### src/rtl/audio_sink_arb_if.sv
// audio_sink_arb_if: sample requester offers and the codec sink handshake for audio_sink_arb.
interface audio_sink_arb_if #(
    parameter int NSRC = 3,
    parameter int DW = 24
);
    logic [NSRC-1:0]         src_valid;
    logic [NSRC*DW-1:0]      src_data;
    logic [NSRC-1:0]         src_ready;
    logic [DW-1:0]           sink_data;
    logic                    sink_valid;
    logic                    sink_ready;
    logic                    sink_fill;
    logic [$clog2(NSRC)-1:0] grant_id;
    modport master (
        output src_valid, src_data, sink_ready,
        input  src_ready, sink_data, sink_valid, sink_fill, grant_id
    );
    modport slave (
        input  src_valid, src_data, sink_ready,
        output src_ready, sink_data, sink_valid, sink_fill, grant_id
    );
endinterface

### src/rtl/audio_sink_arb.sv
// audio_sink_arb: round-robin sample arbiter into a one-entry codec register with silence fill on starvation.
module audio_sink_arb #(
    parameter int NSRC = 3,
    parameter int DW = 24,
    parameter int IDLE_CYCLES = 1024
) (
    input logic clk,
    input logic rst_n,
    audio_sink_arb_if.slave bus
);
    localparam int IW = $clog2(NSRC);
    localparam int CW = $clog2(IDLE_CYCLES);
    logic [IW-1:0] last, win, idx;
    logic [CW-1:0] idle_cnt;
    logic free, any, grant, fill;
    assign free = !bus.sink_valid || bus.sink_ready;
    assign any = |bus.src_valid;
    // rst_n gates the grant so no source is strobed while the register is held in reset
    assign grant = rst_n && free && any;
    assign fill = free && !any && idle_cnt == CW'(IDLE_CYCLES - 1);
    assign bus.src_ready = grant ? NSRC'(1) << win : '0;
    always_comb begin
        win = '0;
        idx = '0;
        for (int k = NSRC; k >= 1; k--) begin
            idx = IW'((int'(last) + k) % NSRC);
            if (bus.src_valid[idx]) win = idx;
        end
    end
    always_ff @(posedge clk or negedge rst_n) begin
        if (!rst_n) begin
            bus.sink_data <= '0;
            bus.sink_valid <= 1'b0;
            bus.sink_fill <= 1'b0;
            bus.grant_id <= '0;
            idle_cnt <= '0;
            last <= IW'(NSRC - 1);
        end else begin
            idle_cnt <= (grant || fill) ? '0 : (free && !any) ? idle_cnt + 1'b1 : idle_cnt;
            if (grant) begin
                bus.sink_data <= bus.src_data[int'(win)*DW +: DW];
                bus.sink_valid <= 1'b1;
                bus.sink_fill <= 1'b0;
                bus.grant_id <= win;
                last <= win;
            end else if (fill) begin
                bus.sink_data <= '0;
                bus.sink_valid <= 1'b1;
                bus.sink_fill <= 1'b1;
                bus.grant_id <= '0;
            end else if (free) begin
                bus.sink_valid <= 1'b0;
            end
        end
    end
endmodule

### src/flat_wrapper.sv
// flat-port wrapper written by rule: the top's interface ports become plain ports
module audio_sink_arb_flat 
#(
    parameter int NSRC = 3,
    parameter int DW = 24,
    parameter int IDLE_CYCLES = 1024
)
  (clk, rst_n, bus_src_valid, bus_src_data, bus_sink_ready, bus_src_ready, bus_sink_data, bus_sink_valid, bus_sink_fill, bus_grant_id);
  audio_sink_arb_if #(.NSRC(NSRC), .DW(DW)) bus_i ();
  input logic clk;
  input logic rst_n;
  input wire logic [$bits(bus_i.src_valid)-1:0] bus_src_valid;
  input wire logic [$bits(bus_i.src_data)-1:0] bus_src_data;
  input wire logic [$bits(bus_i.sink_ready)-1:0] bus_sink_ready;
  output wire logic [$bits(bus_i.src_ready)-1:0] bus_src_ready;
  output wire logic [$bits(bus_i.sink_data)-1:0] bus_sink_data;
  output wire logic [$bits(bus_i.sink_valid)-1:0] bus_sink_valid;
  output wire logic [$bits(bus_i.sink_fill)-1:0] bus_sink_fill;
  output wire logic [$bits(bus_i.grant_id)-1:0] bus_grant_id;
  assign bus_i.src_valid = bus_src_valid;
  assign bus_i.src_data = bus_src_data;
  assign bus_i.sink_ready = bus_sink_ready;
  assign bus_src_ready = bus_i.src_ready;
  assign bus_sink_data = bus_i.sink_data;
  assign bus_sink_valid = bus_i.sink_valid;
  assign bus_sink_fill = bus_i.sink_fill;
  assign bus_grant_id = bus_i.grant_id;
  audio_sink_arb #(.NSRC(NSRC), .DW(DW), .IDLE_CYCLES(IDLE_CYCLES)) u_core (.clk(clk), .rst_n(rst_n), .bus(bus_i));
endmodule
### config.mk
export PLATFORM = sky130hd
export DESIGN_NAME = audio_sink_arb_flat
export DESIGN_NICKNAME = d
export VERILOG_FILES = /design/src/rtl/audio_sink_arb_if.sv /design/src/rtl/audio_sink_arb.sv /design/src/flat_wrapper.sv
export SDC_FILE = /design/constraint.sdc
export NUM_CORES = 1
export LEC_CHECK = 0
export CAP_MARGIN = 20
export CORE_AREA = 4 4 102 104
export DETAILED_ROUTE_END_ITERATION = 8
export DIE_AREA = 0 0 106 108
export PLACE_DENSITY_LB_ADDON = 0.1
export SLEW_MARGIN = 10
export SYNTH_ARGS = -nofsm -noshare
export SYNTH_HDL_FRONTEND = slang
export SYNTH_SLANG_ARGS = --single-unit
### constraint.sdc
create_clock -name clk -period 4.9 [get_ports clk]
set_input_delay 0.98 -clock clk [delete_from_list [all_inputs] [get_ports clk]]
set_output_delay 0.98 -clock clk [all_outputs]
set_load 0.05 [all_outputs]
==> results.md <==
* **top-level I/O count** 109
* **required time of the worst setup path** 3.92 ns
* **placer's final routability congestion estimate** 0.727
* **CTS Root Buffer Type** clkbuf_8
* **endpoint of the most critical register-to-register path** u_core.bus.sink_data[10]$_DFFE_PN0N_
* **ratio of final minimum period to clock period** 80.9%
* **relative slew slack** 63.6%
* **clock network fraction of design power** 10.7%
* **count of vias placed by the detailed router** 2,124
* **Hold/Removal Path Class** reg2reg
* **Sinks on Clock Net** 40
* **max-slew violation count** 0
* **estimated wirelength of the detail-placed design** 5.24 mm
* **clock transition at the registers of the reported paths** 0.08 ns
* **share of the yosys chip area belonging to registers** 43.5%
* **CP peak stage delay** 0.69 ns
* **top fanout value on the critical path** 11
* **Layout area overhead** 54.9%
* **power density normalized to cell area** 549 nW/um^2
* **H-tree levels** 2
* **largest net degree at the start of global routing** 42
* **share of cells above drive strength 1** 6.38%
* **antenna violations before repair** 0
* **share of flip-flops with an asynchronous set or reset after synthesis** 100%
* **clock tree from TritonCTS** built
* **Worst Hold Margin** 0.486 ns
* **Final Hold Violating Endpoints** 0
* **vias in the first global route** 2,172
* **worst ir drop on vdd** 0.000353 V
* **FF-to-FF setup slack** 2.38 ns
* **Die Area** 11,400 um^2
* **net switching power figure** 943 uW
* **Data arrival, critical path** 2.98 ns
* **Sw Ratio** 48.1%
* **CP startpoint** bus_src_valid[1]
* **run status** complete, no violations
* **number of rows created at floorplan** 36
* **global-route wire length before repair** 11.3 mm
* **routed len/inst** 15.5 um
* **max-cap viol count** 0
* **Post CTS Setup Buffer Count** 0
* **number of synthesized flops with an enable pin** 0
* **sequential share of power** 25.8%
* **cell-by-cell trace of the critical path** clkdlybuf4s50_1 > or3_1 > and3_1 > o21ai_2 > a21oi_1 > buf_12
* **CP max stage cell** clkdlybuf4s50_1
* **detailed-routing iteration count for the pre-antenna-repair pass** 4
* **startpoint class of the critical path** primary input
* **worst-case clock skew** 0.0102 ns
* **per-instance average area after synthesis** 10.3 um^2
* **maximum clock insertion buffer count** 2
* **effective utilization at floorplan** 24.1%
* **initial detailed-routing violation count** 54
* **Syn Inst Count** 223
* **sum of negative setup slack** 0 ns
* **cell area after layout** 3570 um^2
* **most common flop cell mapped by yosys** dfrtp_1
* **number of placed cells counting well taps** 455
* **max frequency** 252 MHz
* **number of buffer cells added on primary ports** 108
* **Vias/cell** 4.60
* **Die Height** 108 um
* **Total GRT Usage** 12.5%
* **register bit count reported by yosys** 40
* **CP Capture Point** bus_src_ready[1]
* **Worst R2R Path Depth** 8
* **nature of the critical path endpoint** output pin
* **quantity of gates resized following cts** 0
* **category of the critical setup timing path** in2out
* **leakage component of the power** 0.00144 uW
* **minimum period implied by the final worst setup slack** 3.96 ns
* **number of antenna repair diodes** 0
* **unrepaired setup endpoints after global routing** no
* **clock latency on the worst-skew pair** 0.29 ns
* **number of nets in the synthesized netlist** 306
* **Slew @ Worst Pin** 0.544 ns
* **Internal Dissipation** 1020 uW
* **final standard cell count with taps included and fillers excluded** 462
* **relative contribution of combinational cells to total power** 63.4%
* **final antenna-violating net count** 0
* **die width** 106 um
* **Cell Area, Synth** 2300 um^2
* **Detailed Route WL** 7.16 mm
* **Post-CTS Hold Fix Bufs** 0
* **total number of nets in the final design** 412
* **number of remaining DRC errors** 0
* **total congestion overflow after global routing** 0
* **number of setup violations in the final report** 0
* **number of distinct library cells after synthesis** 39
* **number of synthesis warnings** 0
* **Core ar.** 9550 um^2
* **TritonCTS Buffers** 5
* **launch point of the worst reg-to-reg path** u_core.last[0]$_DFFE_PN0P_
* **placed cell areas** 3490 um^2
[layer usage]
| layer | vias up | part of all wire [%] | wire, um | GRT usage [%] |
|---|---|---|---|---|
| li1 | 1043 | - | - | - |
| met1 | 1001 | 44 | 3130 | 15.4 |
| met2 | 75 | 45 | 3190 | 19.9 |
| met3 | 5 | 11 | 765 | 6.27 |
| met4 | 0 | 0.98 | 70 | 2.78 |
| met5 | - | 0 | 0 | 0 |
[worst max-delay path: cells and delay by family]
kind                   cells  cell delay, ns
buffers and inverters      2            0.88
AND/OR/NAND/NOR            2            0.62
AO/OA/AOI/OAI              2            0.51
[cells in the mapped netlist (2+ instances only)]
cell type	count	area share, %
nand4_1	4	1.1
buf_6	4	2.0
mux2i_1	25	11
nor2_1	15	2.4
a21oi_1	6	1.3
nand3_1	4	0.87
o21ai_0	8	1.7
ha_1	5	2.7
a32oi_1	24	9.1
or3_1	3	0.81
xor2_1	5	1.9
nand2_1	15	2.4
buf_12	2	1.7
a21o_1	3	0.98
o21ai_1	20	4.3
clkbuf_1	4	0.65
dfrtp_1	39	42
xnor2_1	3	1.1
inv_1	5	0.81
and4_1	2	0.76
a31oi_1	2	0.54
nand2b_1	5	1.4
buf_2	3	0.65
nand3b_1	2	0.65
[cell type report]
cell class	count	area, um^2
fill	1016	5980
multi-input combinational	163	1170
timing repair buffer	114	1140
sequential	40	1000
tap	133	166
clock buffer	6	72.6
inverter	5	18.8
clock inverter	1	5.00
[power by group through the flow]
stage               Combinational (uW)  Sequential, uW  Clock [uW]
floorplan                          535             864           0
global placement                  1270             513           0
detailed placement                1260             508           0
CTS                               1260             506         223
global route                      1330             518         236
finish                            1240             507         210
[flip-flops by register name, summed over array words and instances (netlist names)]
signal                 cells
u_core.bus.grant_id        2
u_core.bus.sink_data      24
u_core.bus.sink_fill       1
u_core.bus.sink_valid      1
u_core.idle_cnt           10
u_core.last                2
[cells in the final DEF, fill, tap and decap left out, types with 2 or more instances in the layout]
cell type,instances
inv_1,5
clkbuf_8,5
o21ai_1,19
a21oi_1,6
ha_1,5
clkdlybuf4s50_1,104
buf_12,2
nor2_1,14
mux2i_1,25
nand3b_1,2
and4_1,2
a31oi_1,2
nand4_1,4
nand2_1,15
xnor2_1,3
a21o_1,3
nand2b_1,5
o21ai_0,8
buf_4,7
or3_1,3
xor2_1,5
dfrtp_1,39
a32oi_1,24
nand3_1,4
[how the worst min path moves through the flow]
stage,from,end,depth (start not counted)
floorplan,u_core.last[0]$_DFFE_PN0P_,u_core.last[0]$_DFFE_PN0P_,1
global placement,u_core.bus.grant_id[1]$_DFFE_PN0N_,u_core.bus.grant_id[1]$_DFFE_PN0N_,2
detailed placement,u_core.bus.grant_id[1]$_DFFE_PN0N_,u_core.bus.grant_id[1]$_DFFE_PN0N_,2
CTS,u_core.bus.grant_id[1]$_DFFE_PN0N_,u_core.bus.grant_id[1]$_DFFE_PN0N_,2
global route,u_core.bus.grant_id[0]$_DFFE_PN0N_,u_core.bus.grant_id[0]$_DFFE_PN0N_,1
finish,u_core.bus.grant_id[0]$_DFFE_PN0N_,u_core.bus.grant_id[0]$_DFFE_PN0N_,1
[stage by stage]
stage	worst slack, ns	utilization (%)	power (uW)
final	0.937	37.4	1960
after global routing	0.732	37.4	2090
after CTS	0.887	37.4	1990
after detailed placement	0.898	36.6	1770
after global placement	0.972	36.6	1780
after floorplan	1.31	-	1400
[logic make-up after synthesis]
group	synth area share [%]
compound gates	21.4
simple gates	12.3
flops	43.5
xor+xnor	3.04
mux	10.9
buf+inv	6.19
fa+ha+maj	2.71
Note: power is estimated with default switching activity, not from simulation.
